File: config.mk
export PLATFORM = sky130hd
export DESIGN_NAME = axi4_burst_master
export DESIGN_NICKNAME = d
export VERILOG_FILES = /design/src/rtl/axi4_burst_master.sv
export SDC_FILE = /design/constraint.sdc
export NUM_CORES = 1
export LEC_CHECK = 0
export ABC_CLOCK_PERIOD_IN_PS = 2650
export BUFFER_PORTS_ARGS = -buffer_cell sky130_fd_sc_hd__buf_2
export CORE_UTILIZATION = 42
export DETAILED_ROUTE_END_ITERATION = 12
export PLACE_DENSITY = 0.92
export SLEW_MARGIN = 25
export SYNTH_ARGS = -nofsm -noshare
export SYNTH_HDL_FRONTEND = slang
export SYNTH_SLANG_ARGS = --single-unit
File: constraint.sdc
create_clock -name ACLK -period 2.65 [get_ports ACLK]
set_input_delay 0.1325 -clock ACLK [delete_from_list [all_inputs] [get_ports ACLK]]
set_output_delay 0.1325 -clock ACLK [all_outputs]
set_load 0.02 [all_outputs]
File: src/rtl/axi4_burst_master.sv
// AXI4 burst self-test master: writes an incrementing burst, reads it back,
// and reports any data, last-beat or response mismatch on a sticky error flag.
module axi4_burst_master #(
    parameter int                      C_ADDR_WIDTH = 32,
    parameter int                      C_BURST_LEN  = 8,
    parameter logic [C_ADDR_WIDTH-1:0] C_BASE_ADDR  = {C_ADDR_WIDTH{1'b0}}
) (
    input  logic                    ACLK,
    input  logic                    ARESETN,
    input  logic                    start,
    output logic                    done,
    output logic                    error,
    output logic [3:0]              AWID,
    output logic [C_ADDR_WIDTH-1:0] AWADDR,
    output logic [7:0]              AWLEN,
    output logic [2:0]              AWSIZE,
    output logic [1:0]              AWBURST,
    output logic                    AWLOCK,
    output logic [3:0]              AWCACHE,
    output logic [2:0]              AWPROT,
    output logic [3:0]              AWQOS,
    output logic [3:0]              AWREGION,
    output logic                    AWUSER,
    output logic                    AWVALID,
    input  logic                    AWREADY,
    output logic [31:0]             WDATA,
    output logic [3:0]              WSTRB,
    output logic                    WLAST,
    output logic                    WUSER,
    output logic                    WVALID,
    input  logic                    WREADY,
    input  logic [1:0]              BRESP,
    input  logic                    BVALID,
    output logic                    BREADY,
    output logic [3:0]              ARID,
    output logic [C_ADDR_WIDTH-1:0] ARADDR,
    output logic [7:0]              ARLEN,
    output logic [2:0]              ARSIZE,
    output logic [1:0]              ARBURST,
    output logic                    ARLOCK,
    output logic [3:0]              ARCACHE,
    output logic [2:0]              ARPROT,
    output logic [3:0]              ARQOS,
    output logic [3:0]              ARREGION,
    output logic                    ARUSER,
    output logic                    ARVALID,
    input  logic                    ARREADY,
    input  logic [31:0]             RDATA,
    input  logic [1:0]              RRESP,
    input  logic                    RLAST,
    input  logic                    RVALID,
    output logic                    RREADY
);

    typedef enum logic [2:0] {
        S_IDLE   = 3'd0,
        S_WRITE  = 3'd1,
        S_WRESP  = 3'd2,
        S_RADDR  = 3'd3,
        S_RDATA  = 3'd4,
        S_FINISH = 3'd5
    } state_t;

    localparam logic [8:0] LAST_BEAT = 9'(C_BURST_LEN - 1);

    state_t     state_r;
    state_t     state_s;
    logic [8:0] wbeat_r;
    logic [8:0] rbeat_r;
    logic       aw_done_r;
    logic       w_done_r;
    logic       error_r;
    logic       done_r;
    logic       aw_hs_s;
    logic       w_hs_s;
    logic       r_hs_s;
    logic       r_bad_s;

    assign AWID     = 4'd0;
    assign AWADDR   = C_BASE_ADDR;
    assign AWLEN    = 8'(C_BURST_LEN - 1);
    assign AWSIZE   = 3'b010;
    assign AWBURST  = 2'b01;
    assign AWLOCK   = 1'b0;
    assign AWCACHE  = 4'd0;
    assign AWPROT   = 3'd0;
    assign AWQOS    = 4'd0;
    assign AWREGION = 4'd0;
    assign AWUSER   = 1'b0;
    assign WSTRB    = 4'hF;
    assign WUSER    = 1'b0;
    assign ARID     = 4'd0;
    assign ARADDR   = C_BASE_ADDR;
    assign ARLEN    = 8'(C_BURST_LEN - 1);
    assign ARSIZE   = 3'b010;
    assign ARBURST  = 2'b01;
    assign ARLOCK   = 1'b0;
    assign ARCACHE  = 4'd0;
    assign ARPROT   = 3'd0;
    assign ARQOS    = 4'd0;
    assign ARREGION = 4'd0;
    assign ARUSER   = 1'b0;

    // Channel controls decode only from registers, so reset clears them without a clock.
    assign AWVALID = (state_r == S_WRITE) && !aw_done_r;
    assign WVALID  = (state_r == S_WRITE) && !w_done_r;
    assign WLAST   = WVALID && (wbeat_r == LAST_BEAT);
    assign WDATA   = {23'd0, wbeat_r} + 32'd1;
    assign BREADY  = (state_r == S_WRESP);
    assign ARVALID = (state_r == S_RADDR);
    assign RREADY  = (state_r == S_RDATA);
    assign done    = done_r;
    assign error   = error_r;

    assign aw_hs_s = AWVALID && AWREADY;
    assign w_hs_s  = WVALID && WREADY;
    assign r_hs_s  = RVALID && RREADY;
    assign r_bad_s = (RDATA != ({23'd0, rbeat_r} + 32'd1)) || (RRESP != 2'b00) ||
                     (RLAST != (rbeat_r == LAST_BEAT));

    // State register.
    always_ff @(posedge ACLK or negedge ARESETN) begin
        if (!ARESETN) begin
            state_r <= S_IDLE;
        end else begin
            state_r <= state_s;
        end
    end

    // Next-state logic.
    always_comb begin
        state_s = state_r;
        case (state_r)
            S_IDLE: begin
                if (start) state_s = S_WRITE;
                else       state_s = S_IDLE;
            end
            S_WRITE: begin
                if (aw_done_r && w_done_r) state_s = S_WRESP;
                else                       state_s = S_WRITE;
            end
            S_WRESP: begin
                if (BVALID) state_s = S_RADDR;
                else        state_s = S_WRESP;
            end
            S_RADDR: begin
                if (ARREADY) state_s = S_RDATA;
                else         state_s = S_RADDR;
            end
            S_RDATA: begin
                if (r_hs_s && (rbeat_r == LAST_BEAT)) state_s = S_FINISH;
                else                                  state_s = S_RDATA;
            end
            S_FINISH: state_s = S_IDLE;
            default:  state_s = S_IDLE;
        endcase
    end

    // Beat counters, handshake flags, sticky error and the done pulse.
    always_ff @(posedge ACLK or negedge ARESETN) begin
        if (!ARESETN) begin
            wbeat_r   <= 9'd0;
            rbeat_r   <= 9'd0;
            aw_done_r <= 1'b0;
            w_done_r  <= 1'b0;
            error_r   <= 1'b0;
            done_r    <= 1'b0;
        end else begin
            done_r <= (state_r == S_FINISH);
            case (state_r)
                S_IDLE: begin
                    wbeat_r   <= 9'd0;
                    rbeat_r   <= 9'd0;
                    aw_done_r <= 1'b0;
                    w_done_r  <= 1'b0;
                    if (start) error_r <= 1'b0;
                end
                S_WRITE: begin
                    if (aw_hs_s) aw_done_r <= 1'b1;
                    if (w_hs_s) begin
                        wbeat_r <= wbeat_r + 9'd1;
                        if (WLAST) w_done_r <= 1'b1;
                    end
                end
                S_WRESP: begin
                    if (BVALID && (BRESP != 2'b00)) error_r <= 1'b1;
                end
                S_RDATA: begin
                    if (r_hs_s) begin
                        rbeat_r <= rbeat_r + 9'd1;
                        if (r_bad_s) error_r <= 1'b1;
                    end
                end
                default: begin
                end
            endcase
        end
    end

endmodule

=== Word-level counts from Yosys, hierarchy flattened ===
Index checks and enable logic that the tools add are counted.

* Register bits after elaboration: 25
* Bits in latches: 0
* Memories kept: 0
* Bits in writable memories: 0
* Bits in read-only memories: 0
* Input port bits: 45

* Equal/unequal tests: 16
* Magnitude comparators: 0
* Multiply operators: 0
* Reductions and logical operators: 24
* Mux-type cells: 20
* Shift operators: 0
* Divide/modulo/power cells: 0
* $add $sub $neg: 4
* Bitwise operators: 0

{| class="wikitable"
|+ Operator list
! operator !! count
|-
| 9-bit one-hot mux with 2 select lines || 2
|-
| 32-bit by 10-bit inequality test with 1-bit output || 1
|-
| 9-bit by 1-bit adder with 10-bit output, second input constant || 2
|-
| 9-bit by 1-bit adder with 9-bit output, second input constant || 2
|-
| 9-bit by 3-bit == test with 1-bit output, second input constant || 2
|-
| 9-bit 2-to-1 mux || 2
|-
| 3-bit one-hot mux with 5 select lines || 1
|-
| 1-bit 2-to-1 mux || 10
|-
| 1-bit logical AND || 9
|-
| 2-bit inequality test, second input constant || 4
|-
| 2-bit nonzero test || 4
|-
| 3-bit by 2-bit == test with 1-bit output, second input constant || 2
|-
| 3-bit == test, second input constant || 2
|-
| 2-bit by 1-bit inequality test with 1-bit output, second input constant || 3
|-
| 2-bit AND reduction || 3
|-
| 5-bit AND reduction || 1
|-
| 1-bit one-hot mux with 2 select lines || 2
|-
| 3-bit by 1-bit == test with 1-bit output, second input constant || 1
|-
| 3-bit logical NOT || 1
|-
| 3-bit 2-to-1 mux || 1
|-
| 1-bit one-hot mux with 3 select lines || 1
|-
| 3-bit AND reduction || 1
|-
| 3-bit nonzero test || 1
|-
| 1-bit logical NOT || 2
|-
| other kinds (3) || 4
|}

=== Longest topological paths before layout ===
Gate-level depths: netlist of run 1.

* Depth after elaboration: 7
* Gate-level depth with buffers: 7
* Depth with buffers taken out: 6

=== Least setup slack after synthesis of run 1 ===
No wires, ideal clock.

* Path kind: register to register
* From: reg rbeat_r[4]
* To: reg error_r (netlist: error)
* Arrival time: 2086 ps
* Cell stages (with the launch flop): 7
* Buffers on the path: 1
* Setup slack: 432 ps
* Cell sequence: dfrtp_1 buf_6 or4_1 or4_4 xnor2_2 a2111oi_1 o211ai_2

* Cells in the longest elaborated chain, start to end: 6
* Elaborated cells between the ends (all ways): 8
* Those cells by class: add/sub (1); eq/ne (4); reduce/logical (3)

{| class="wikitable"
|+ Ends and longest elaborated chain
! what !! RTL line !! RTL
|-
| start, declared || 69 || <nowiki>logic [8:0] rbeat_r;</nowiki>
|-
| start signal, assigned || 190 || <nowiki>rbeat_r <= rbeat_r + 9'd1;</nowiki>
|-
| 9-bit by 1-bit adder with 10-bit output || 118 || <nowiki>assign r_bad_s = (RDATA != ({23'd0, rbeat_r} + 32'd1)) || (RRESP != 2'b00) ||</nowiki>
|-
| 32-bit by 10-bit inequality test with 1-bit output || 118 ||
|-
| 1-bit logical OR || 118 ||
|-
| 1-bit logical OR (*) || 118 ||
|-
| 2-bit by 1-bit inequality test with 1-bit output (no line) (*) || n/a ||
|-
| 5-bit AND reduction (no line) (*) || n/a ||
|-
| end signal, assigned || 166 || <nowiki>error_r <= 1'b0;</nowiki>
|-
| end signal, assigned || 176 || <nowiki>if (start) error_r <= 1'b0;</nowiki>
|-
| end signal, assigned || 186 || <nowiki>if (BVALID && (BRESP != 2'b00)) error_r <= 1'b1;</nowiki>
|-
| end, declared || 72 || <nowiki>logic error_r;</nowiki>
|}

Mark *: on every way between the ends. The rest lies on a longest branch, timed or not.
A chain may end at the register's enable or synchronous reset.

=== Worst setup path in the final report of run 1 ===
* From: reg rbeat_r[5]
* To: reg error_r (netlist: error)

The elaborated chain is that of the path after synthesis.

==> results of run 1 <==
-- logic make-up after synthesis --
group | share of synthesized area (%)
xor gates and xnor gates | 6.089
muxes | 0.7506
AOI/OAI and AO/OA | 10.05
adders and majority gates | 0.8339
buffers and inverters | 42.37
and+or+nand+nor | 18.81
other | 0.2503
DFF | 20.85
-- cell usage in the layout, fill, tap and decap left out, types with 4 or more instances in the layout --
master,synthesis,routed
or3_1,4,4
nand3_1,14,14
nand2_1,22,22
a21oi_1,7,7
nor2_1,21,21
nor3_1,5,5
xnor2_1,12,12
inv_1,5,5
and3_1,4,4
conb_1,2,159
dfrtp_1,25,25
buf_2,2,62
xor2_1,7,7
o31ai_1,5,5
nand4_1,5,5
nor4_1,5,5
o21ai_0,20,20
-- metrics by stage --
stage | std cells | hold WS (ns) | util [%] | instance area (µm²)
after global routing | 529 | 0.1001 | 41.56 | 2839
final | 529 | 0.09790 | 41.56 | 2839
after global placement | 524 | 0.1513 | 40.73 | 2783
after floorplan | 536 | -0.1631 | - | 3590
after detailed placement | 524 | 0.1564 | 40.73 | 2783
after CTS | 529 | 0.09027 | 41.56 | 2839
-- layout make-up --
cell class	instances	area share, %
inverter	5	0.6611
tap	96	4.231
timing repair buffer	65	11.81
clock buffer	3	1.454
clock inverter	1	0.1763
multi-input combinational	334	59.63
sequential	25	22.04
-- power groups by stage --
| stage | clock [mW] | combinational [mW] | sequential, mW |
|---|---|---|---|
| after CTS | 0.229 | 0.770 | 0.530 |
| after detailed placement | 0 | 0.766 | 0.537 |
| after global placement | 0 | 0.754 | 0.532 |
| final | 0.223 | 0.774 | 0.530 |
| after global routing | 0.245 | 0.838 | 0.544 |
| after floorplan | 0 | 0.772 | 0.501 |
-- registers in the layout (all words and copies together) (netlist names) --
name,cells
w_done_r,1
done,1
rbeat_r,9
wbeat_r,9
state_r,3
aw_done_r,1
error,1
-- worst paths after layout --
path                                     endpoint                    from  slack (ns)
max                             error$_DFFE_PN0P_  rbeat_r[5]$_DFFE_PN0P_        0.35
min                          state_r[2]$_DFF_PN0_                 ARREADY         0.1
max reg2reg                     error$_DFFE_PN0P_  rbeat_r[5]$_DFFE_PN0P_        0.35
min reg2reg                 aw_done_r$_DFFE_PN0P_   aw_done_r$_DFFE_PN0P_        0.55
max in group asynchronous    state_r[0]$_DFF_PN0_                 ARESETN        1.88
min in group asynchronous  wbeat_r[3]$_DFFE_PN0P_                 ARESETN        0.40
-- layer usage --
metal	track usage (%)	share of wire, %	vias to the layer above
li1	-	-	1068
met1	14.77	35	1028
met2	24.89	53	162
met3	1.905	9.5	8
met4	5.909	1.8	0
met5	0	0	-
-- critical path, delay by kind of cell (launching register included) --
family	cells	cell delay (ns)
AND/OR/NAND/NOR	2	1.06
XOR/XNOR	1	0.15
flip-flops	1	0.48
AO/OA/AOI/OAI	2	0.49
==> impl_metrics.ini, run 1 <==
[status]
status = finished clean

[floorplan]
design.core.area_um2 = 6832
fp.dieH_um = 86.52
die_w_um = 86.52
rows = 30
start_util_pct = 43.92
die_area_um2 = 7486
ios = 222

[yosys]
yosysUniqueCellTypes = 48
synth-edff-count = 0
synth_top_area_share_pct = 39.78
ys_top_cells_by_count = buf_4 (159), dfrtp_1 (25), nand2_1 (22)
ys_seq_elements = 25
yosysSeqAreaShare_pct = 20.85
synth_cells = 379
async_flop_share_pct = 100.0
syn_area_um2 = 3000
synth.avg_cell_area_um2 = 7.917
synth_area_leaders = buf_4 (40%), dfrtp_1 (21%), xnor2_1 (3.5%), o21ai_0 (3.3%), nand2_1 (2.8%)
synth.most_common_cell = buf_4
ys_warn_count = 0
synth_ff_type = dfrtp_1
synth_top_area_cell = buf_4

[detailed_routing]
drt_iter0_markers = 237
drt_first_pass_iters = 5
drt-wirelength-per-cell_um = 10.29
drcViolationCount = 0
vias_per_cell = 4.284
drt_wl_total_um = 5441
detail-route-antenna-nets = 0
vias = 2266

[flow_run]
maxCapViolations = 0

[sta]
slew_violations = 0
finClkSkew_ns = 0.002681
grt_setup_unrepaired = false
fin_crit_sh_pct = 86.75
tightest_slew_ns = 0.5625
setup_ws_ns = 0.3510
fmax_ghz = 0.4350
setup_viol = 0
fin_crit_ns = 2.299
finalHoldViolations = 0
slew_headroom_pct = 62.21
setup_tns_ns = 0

[pwr]
p_int_mw = 0.7727
netSwitchingPower_mw = 0.7542
p_leak_nw = 1.562
power_density_nw_per_um2 = 537.8
p_total_mw = 1.527
p_seq_share_pct = 34.7
p_comb_share_pct = 50.7
power.share.switching_pct = 49.39
ir_worst_vdd_mv = 0.2522
clockPowerShare_pct = 14.6

[worst_setup_path]
cp_cell_sequence = or4_1, or4_4, xnor2_2, a2111oi_1, o211ai_2
max_stage_delay_ns = 0.54
startpoint_type = flop
worstPathRequired_ns = 2.80
crit_arrival_ns = 2.44
crit_type = reg2reg
crit_fanout = 9
worst_path_max_delay_cell = or4_1
end_kind = flop
worstRegToRegCells = 5

[global_routing]
grt_pass1_wl_um = 7935
grt_usage_pct = 13.26
grt_overflow = 0
antenna_found_initial = 0
grt_pass1_vias = 1785
grt_max_degree = 26

[layout]
fill_cells = 703
synthToLayoutAreaGrowth_pct = -5.380
seq_area_um2 = 625.6
multiInputGateArea_um2 = 1693
diodes = 0
drive_gt1_share_pct = 17.78
fin_nets = 481

[clock_network]
clockBufferDepth = 2
htree_levels = 1
post_cts_buffers = 0
cts.clk_slew.worst_paths_ns = 0.08
cts_tree = done
clk_latency_ns = 0.27
cts_buffers = 3
cts-root-buf = clkbuf_8
postCtsHoldBufs = 1
cts_resized = 0
cts.sinks = 25

[place]
dp_hpwl_um = 4469
place_ws_ns = 0.3567
gp_congestion = 0.8727
port_buffers = 62

[worst_hold_path]
hold_depth = 2
hp-class = in2reg
Note: power is estimated with default switching activity, not from simulation.
==> run 2, diff against run 1 <==
--- a/config.mk
+++ b/config.mk
@@ -5,11 +5,12 @@
 export SDC_FILE = /design/constraint.sdc
 export NUM_CORES = 1
 export LEC_CHECK = 0
+export ABC_AREA = 1
 export ABC_CLOCK_PERIOD_IN_PS = 2650
 export BUFFER_PORTS_ARGS = -buffer_cell sky130_fd_sc_hd__buf_2
-export CORE_UTILIZATION = 42
+export CORE_UTILIZATION = 41
 export DETAILED_ROUTE_END_ITERATION = 12
-export PLACE_DENSITY = 0.92
+export PLACE_DENSITY = 0.91
 export SLEW_MARGIN = 25
 export SYNTH_ARGS = -nofsm -noshare
 export SYNTH_HDL_FRONTEND = slang
==> impl_metrics.ini, run 2 <==
[layout]
layout_commonest_cell = conb_1
fin_util_pct = 41.42
design_area_um2 = 2845
fin_nets = 537
synthToLayoutAreaGrowth_pct = -3.888
final_cell_mix = conb_1 (159), nand2_1 (72), buf_2 (62)
reg_top3 = rbeat_r x9, wbeat_r x9, state_r x3
diodes = 0
drive_gt1_share_pct = 17.79

[floorplan]
fp.dieH_um = 86.97
ios = 222
design.core.area_um2 = 6869
start_util_pct = 43.10
rows = 30
die_w_um = 86.97
die_area_um2 = 7564

[sta]
fin_crit_ns = 1.873
fin_crit_sh_pct = 70.67
grt_setup_unrepaired = false
finalHoldViolations = 0
fmax_ghz = 0.5339
tightest_slew_ns = 0.5873
slew_headroom_pct = 60.85
finClkSkew_ns = 0.005813
setup_viol = 0
slew_violations = 0
setup_tns_ns = 0

[pwr]
p_comb_share_pct = 52.6
power.share.switching_pct = 51.77
power_density_nw_per_um2 = 547.8
p_leak_nw = 1.694
p_seq_share_pct = 32.0
ir_worst_vdd_mv = 0.2563
clockPowerShare_pct = 15.4
netSwitchingPower_mw = 0.8068
p_int_mw = 0.7517

[detailed_routing]
drcViolationCount = 0
drt-wirelength-per-cell_um = 8.540
vias_per_cell = 3.803
drt_wl_total_um = 4996
detail-route-antenna-nets = 0
vias = 2225
drt_iter0_markers = 66
drt_first_pass_iters = 4

[clock_network]
clockBufferDepth = 2
post_cts_buffers = 0
cts.clk_slew.worst_paths_ns = 0.09
cts_tree = done
htree_levels = 1
cts.sinks = 25
cts-root-buf = clkbuf_8
postCtsHoldBufs = 1
clk_latency_ns = 0.28
cts_buffers = 3
cts_resized = 0

[worst_setup_path]
crit_fanout = 3
crit_type = reg2out
r2r-end = error$_DFFE_PN0P_
r2r_slack_ns = 0.87
worst_path_max_delay_cell = dfrtp_1
startpoint_type = flop
end_kind = output pin
crit_arrival_ns = 1.74
r2r_start = rbeat_r[0]$_DFFE_PN0P_
worstRegToRegCells = 12
max_stage_delay_ns = 0.38
worstPathRequired_ns = 2.52
critPathTopFamily = simple AND/OR/NAND/NOR gates
cp_num_buf_inv = 2
cp_cell_sequence = ha_1, nand2_1, nor2_1, nand3_1, nor2_1, nand2_1, xor2_1, inv_1, buf_2

[global_routing]
grt_max_degree = 26
grt_pass1_wl_um = 7645
grt_overflow = 0
antenna_found_initial = 0
grt_usage_pct = 12.59
grt_pass1_vias = 1814

[yosys]
synth_area_leaders = buf_4 (40%), dfrtp_1 (21%), nand2_1 (9.1%), inv_1 (5.1%), nor2_1 (4.6%)
syn_area_um2 = 2960
async_flop_share_pct = 100.0
ys_warn_count = 0
yosysUniqueCellTypes = 26
synth_top_area_cell = buf_4
synth.most_common_cell = buf_4
synth-edff-count = 0
synth.avg_cell_area_um2 = 6.982
synth_cells = 424
synth_top_area_share_pct = 40.32
yosysSeqAreaShare_pct = 21.13
ys_seq_elements = 25
ys_top_cells_by_count = buf_4 (159), nand2_1 (72), inv_1 (40)
synth_ff_type = dfrtp_1

[worst_hold_path]
hold_depth = 3
min_from = ARREADY
min_to = state_r[2]$_DFF_PN0_
hp-class = in2reg

[status]
status = finished clean

[flow_run]
maxCapViolations = 0

[place]
dp_hpwl_um = 4296
port_buffers = 62
dpl_cell_area_um2 = 2786
gp_congestion = 0.8607
run 2: cell count changes after synthesis, sizes merged, moves of 10 or more:
cell,change
nand2,+54
inv,+41
nor2,+21
xnor2,-13
clkbuf,-10
nand3,+10
o22ai,+10
run 2: routing by layer:
layer | track usage [%] | part of all wire [%] | up-vias | wire length, µm
met3 | 3.128 | 9.6 | 2 | 481
met5 | 0 | 0 | - | 0
met1 | 15.43 | 40 | 957 | 2010
li1 | - | - | 1136 | -
met2 | 22.26 | 50 | 130 | 2491
met4 | 2.576 | 0.26 | 0 | 13
run 2: power by group through the flow:
stage	Combinational (mW)	Sequential [mW]	Clock (mW)
after CTS	0.820	0.498	0.247
after global routing	0.920	0.507	0.258
after detailed placement	0.818	0.506	0
final	0.820	0.499	0.240
after global placement	0.808	0.503	0
after floorplan	0.799	0.507	0
run 2: cell families after synthesis:
logic type	after synthesis	synth area share, %
buffers and inverters	205	46.15
and+or+nand+nor	154	23.84
AOI/OAI and AO/OA	31	6.298
DFF	25	21.13
xor gates and xnor gates	5	1.479
adders and majority gates	2	0.8452
other	2	0.2537
run 2: final cells by class:
cell class,instances,area (µm²)
fill,749,4024
timing repair buffer,63,320.3
tap,96,120.1
multi-input combinational,351,1558
inverter,46,172.7
clock inverter,1,7.507
sequential,25,625.6
clock buffer,3,41.29
run 2: worst register-to-register path: stages, from the launching register on:
cell and delay (ns):
dfrtp_1 0.44, ha_1 0.21, nand2_2 0.12, o21ai_1 0.20
nand2_1 0.10, nand2_1 0.06, nand3_1 0.08, nor2_1 0.15
nand3_1 0.09, nand2_1 0.06, nand2_1 0.06, nand3_1 0.07
nand2_1 0.05
run 2: how the worst max path moves through the flow:
stage,start,endpoint,slack [ns],depth (start not counted)
3_3_place_gp,rbeat_r[0]$_DFFE_PN0P_,error$_DFFE_PN0P_,0.94,14
5_1_grt,wbeat_r[0]$_DFFE_PN0P_,WDATA[8],0.57,9
3_5_place_dp,rbeat_r[0]$_DFFE_PN0P_,error$_DFFE_PN0P_,0.91,14
6_report,wbeat_r[0]$_DFFE_PN0P_,WDATA[8],0.78,9
4_1_cts,wbeat_r[0]$_DFFE_PN0P_,WDATA[8],0.74,9
2_1_floorplan,state_r[2]$_DFF_PN0_,w_done_r$_DFFE_PN0P_,1.01,5
run 2: metrics by stage:
| stage | setup WS (ns) | std cells | hold WS (ns) | total power, mW |
|---|---|---|---|---|
| after floorplan | 1.014 | 581 | -0.1631 | 1.307 |
| after global placement | 0.9436 | 580 | 0.1661 | 1.311 |
| after detailed placement | 0.9120 | 580 | 0.1707 | 1.324 |
| after CTS | 0.7372 | 585 | 0.07225 | 1.564 |
| after global routing | 0.5717 | 585 | 0.09949 | 1.685 |
| final | 0.7771 | 585 | 0.07675 | 1.559 |
==> run 3, diff against run 2 <==
--- a/config.mk
+++ b/config.mk
@@ -5,12 +5,12 @@
 export SDC_FILE = /design/constraint.sdc
 export NUM_CORES = 1
 export LEC_CHECK = 0
-export ABC_AREA = 1
-export ABC_CLOCK_PERIOD_IN_PS = 2650
+export ABC_AREA = 0
+export ABC_CLOCK_PERIOD_IN_PS = 1600
 export BUFFER_PORTS_ARGS = -buffer_cell sky130_fd_sc_hd__buf_2
-export CORE_UTILIZATION = 41
+export CORE_UTILIZATION = 38
 export DETAILED_ROUTE_END_ITERATION = 12
-export PLACE_DENSITY = 0.91
+export PLACE_DENSITY = 0.88
 export SLEW_MARGIN = 25
 export SYNTH_ARGS = -nofsm -noshare
 export SYNTH_HDL_FRONTEND = slang
==> constraint.sdc (replaced) <==
create_clock -name ACLK -period 1.6 [get_ports ACLK]
set_input_delay 0.08 -clock ACLK [delete_from_list [all_inputs] [get_ports ACLK]]
set_output_delay 0.08 -clock ACLK [all_outputs]
set_load 0.02 [all_outputs]
==> impl_metrics.ini, run 3 (synthesis gave the netlist of run 1 again) <==
[pwr]
power_density_nw_per_um2 = 943.2
p_leak_nw = 1.998
ir_worst_vdd_mv = 0.5083

[worst_setup_path]
crit_type = reg2reg
cp_cell_sequence = or4_1, or4_4, xnor2_2, a2111oi_4, o211ai_2
critPathTopFamily = simple AND/OR/NAND/NOR gates
worst_path_max_delay_cell = or4_1
r2r_slack_ns = -0.33
r2r-end = error$_DFFE_PN0P_
max_stage_delay_ns = 0.52
startpoint_type = flop
end_kind = flop
crit_fanout = 2
r2r_start = rbeat_r[4]$_DFFE_PN0P_
cp_num_buf_inv = 0
crit_arrival_ns = 2.09
worstPathRequired_ns = 1.76
worstRegToRegCells = 5

[floorplan]
fp.dieH_um = 90.86
design.core.area_um2 = 7687
ios = 222
rows = 32
start_util_pct = 39.03
die_area_um2 = 8255
die_w_um = 90.86

[clock_network]
cts_buffers = 3
cts.sinks = 25
cts-root-buf = clkbuf_8
cts_tree = done
htree_levels = 1
cts.clk_slew.worst_paths_ns = 0.09
clk_latency_ns = 0.27
clockBufferDepth = 2

[worst_hold_path]
hp-class = in2reg
min_from = ARREADY
min_to = state_r[2]$_DFF_PN0_
hold_depth = 2

[layout]
layout_commonest_cell = conb_1
reg_top3 = rbeat_r x9, wbeat_r x9, state_r x3
design_area_um2 = 3789
instances_no_fill = 598
fin_nets = 544
synthToLayoutAreaGrowth_pct = 26.27
fin_util_pct = 49.28
diodes = 0
drive_gt1_share_pct = 38.51
final_cell_mix = conb_1 (159), buf_4 (58), buf_2 (51)
fill_cells = 679

[detailed_routing]
drt-wirelength-per-cell_um = 11.86
detail-route-antenna-nets = 0
drcViolationCount = 0
vias_per_cell = 4.314
drt_wl_total_um = 7094
vias = 2580
drt_iter0_markers = 143
drt_first_pass_iters = 6

[place]
dpl.cell_count = 573
port_buffers = 62
gp_congestion = 0.8602
dpl_cell_area_um2 = 3179
place_ws_ns = -0.3659
dp_hpwl_um = 4824

[sta]
slew_violations = 0
slew_headroom_pct = 62.00
fin_crit_sh_pct = 120.9
finalHoldViolations = 0
setup_ws_ns = -0.3350
tightest_slew_ns = 0.5700
grt_setup_unrepaired = true
fmax_ghz = 0.5168
fin_crit_ns = 1.935
finClkSkew_ns = 0.007822
setup_viol = 20
whs_ns = 0.06067

[global_routing]
grt_max_degree = 26
antenna_found_initial = 0
grt_overflow = 0
grt_pass1_vias = 2294
grt_pass1_wl_um = 9998
grt_usage_pct = 14.66

[status]
violations = negative setup slack
status = complete, but fails checks

[flow_run]
maxCapViolations = 0
-- run 3: cell types whose count changed in the layout (fill, tap and decap cells not counted), sizes merged, moves of 4 or more --
| cell | delta |
|---|---|
| or3 | +4 |
| xnor2 | +13 |
| nor4 | +5 |
| o22ai | -10 |
| nor2 | -21 |
| or4 | +4 |
| buf | +65 |
| inv | -41 |
| o31ai | +5 |
| o21ai | +7 |
| nand2 | -54 |
| and3 | +4 |
| nand3 | -10 |
-- run 3: through the flow --
| step | TNS, ns | total power, mW |
|---|---|---|
| after floorplan | -0.6019 | 2.209 |
| after global placement | -0.4032 | 2.382 |
| after detailed placement | -0.8164 | 2.421 |
| after CTS | -0.7953 | 3.223 |
| after global routing | -3.187 | 3.776 |
| final | -1.340 | 3.574 |
-- run 3: worst max-delay path by stage --
stage | startpoint | endpoint | slack [ns] | depth (start not counted)
3_5_place_dp | rbeat_r[4]$_DFFE_PN0P_ | error$_DFFE_PN0P_ | -0.37 | 5
6_report | rbeat_r[4]$_DFFE_PN0P_ | error$_DFFE_PN0P_ | -0.33 | 5
4_1_cts | rbeat_r[4]$_DFFE_PN0P_ | error$_DFFE_PN0P_ | -0.38 | 5
3_3_place_gp | rbeat_r[4]$_DFFE_PN0P_ | error$_DFFE_PN0P_ | -0.32 | 5
2_1_floorplan | rbeat_r[4]$_DFFE_PN0P_ | error$_DFFE_PN0P_ | -0.41 | 6
5_1_grt | rbeat_r[4]$_DFFE_PN0P_ | error$_DFFE_PN0P_ | -0.40 | 5
-- run 3: where the power goes --
group	switching, mW	leakage, nW	internal (mW)
clock network	0.201	0.0228	0.178
logic	1.29	1.65	1.00
registers	0.172	0.326	0.734
-- run 3: layer usage --
metal	wire [µm]	track usage [%]	up-vias	part of all wire, %
li1	-	-	1192	-
met1	2712	15.85	1196	38
met2	3570	27.78	170	50
met3	597	2.441	22	8.4
met4	214	6.349	0	3.0
met5	0	0	-	0
-- run 3: layout make-up --
cell class | count | area (µm²) | area share, %
tap | 102 | 127.6 | 3.369
sequential | 25 | 631.9 | 16.68
inverter | 5 | 18.77 | 0.4954
clock buffer | 4 | 45.04 | 1.189
multi-input combinational | 334 | 2062 | 54.43
timing repair buffer | 128 | 903.4 | 23.84
-- run 3: what timing repair did --
action,CTS,global route
endpoints found under the setup margin,24,32
pin swaps,6,18
setup buffers,13,8
hold buffers,1,0
gates resized for setup,41,60
hold endpoints to repair,25,0
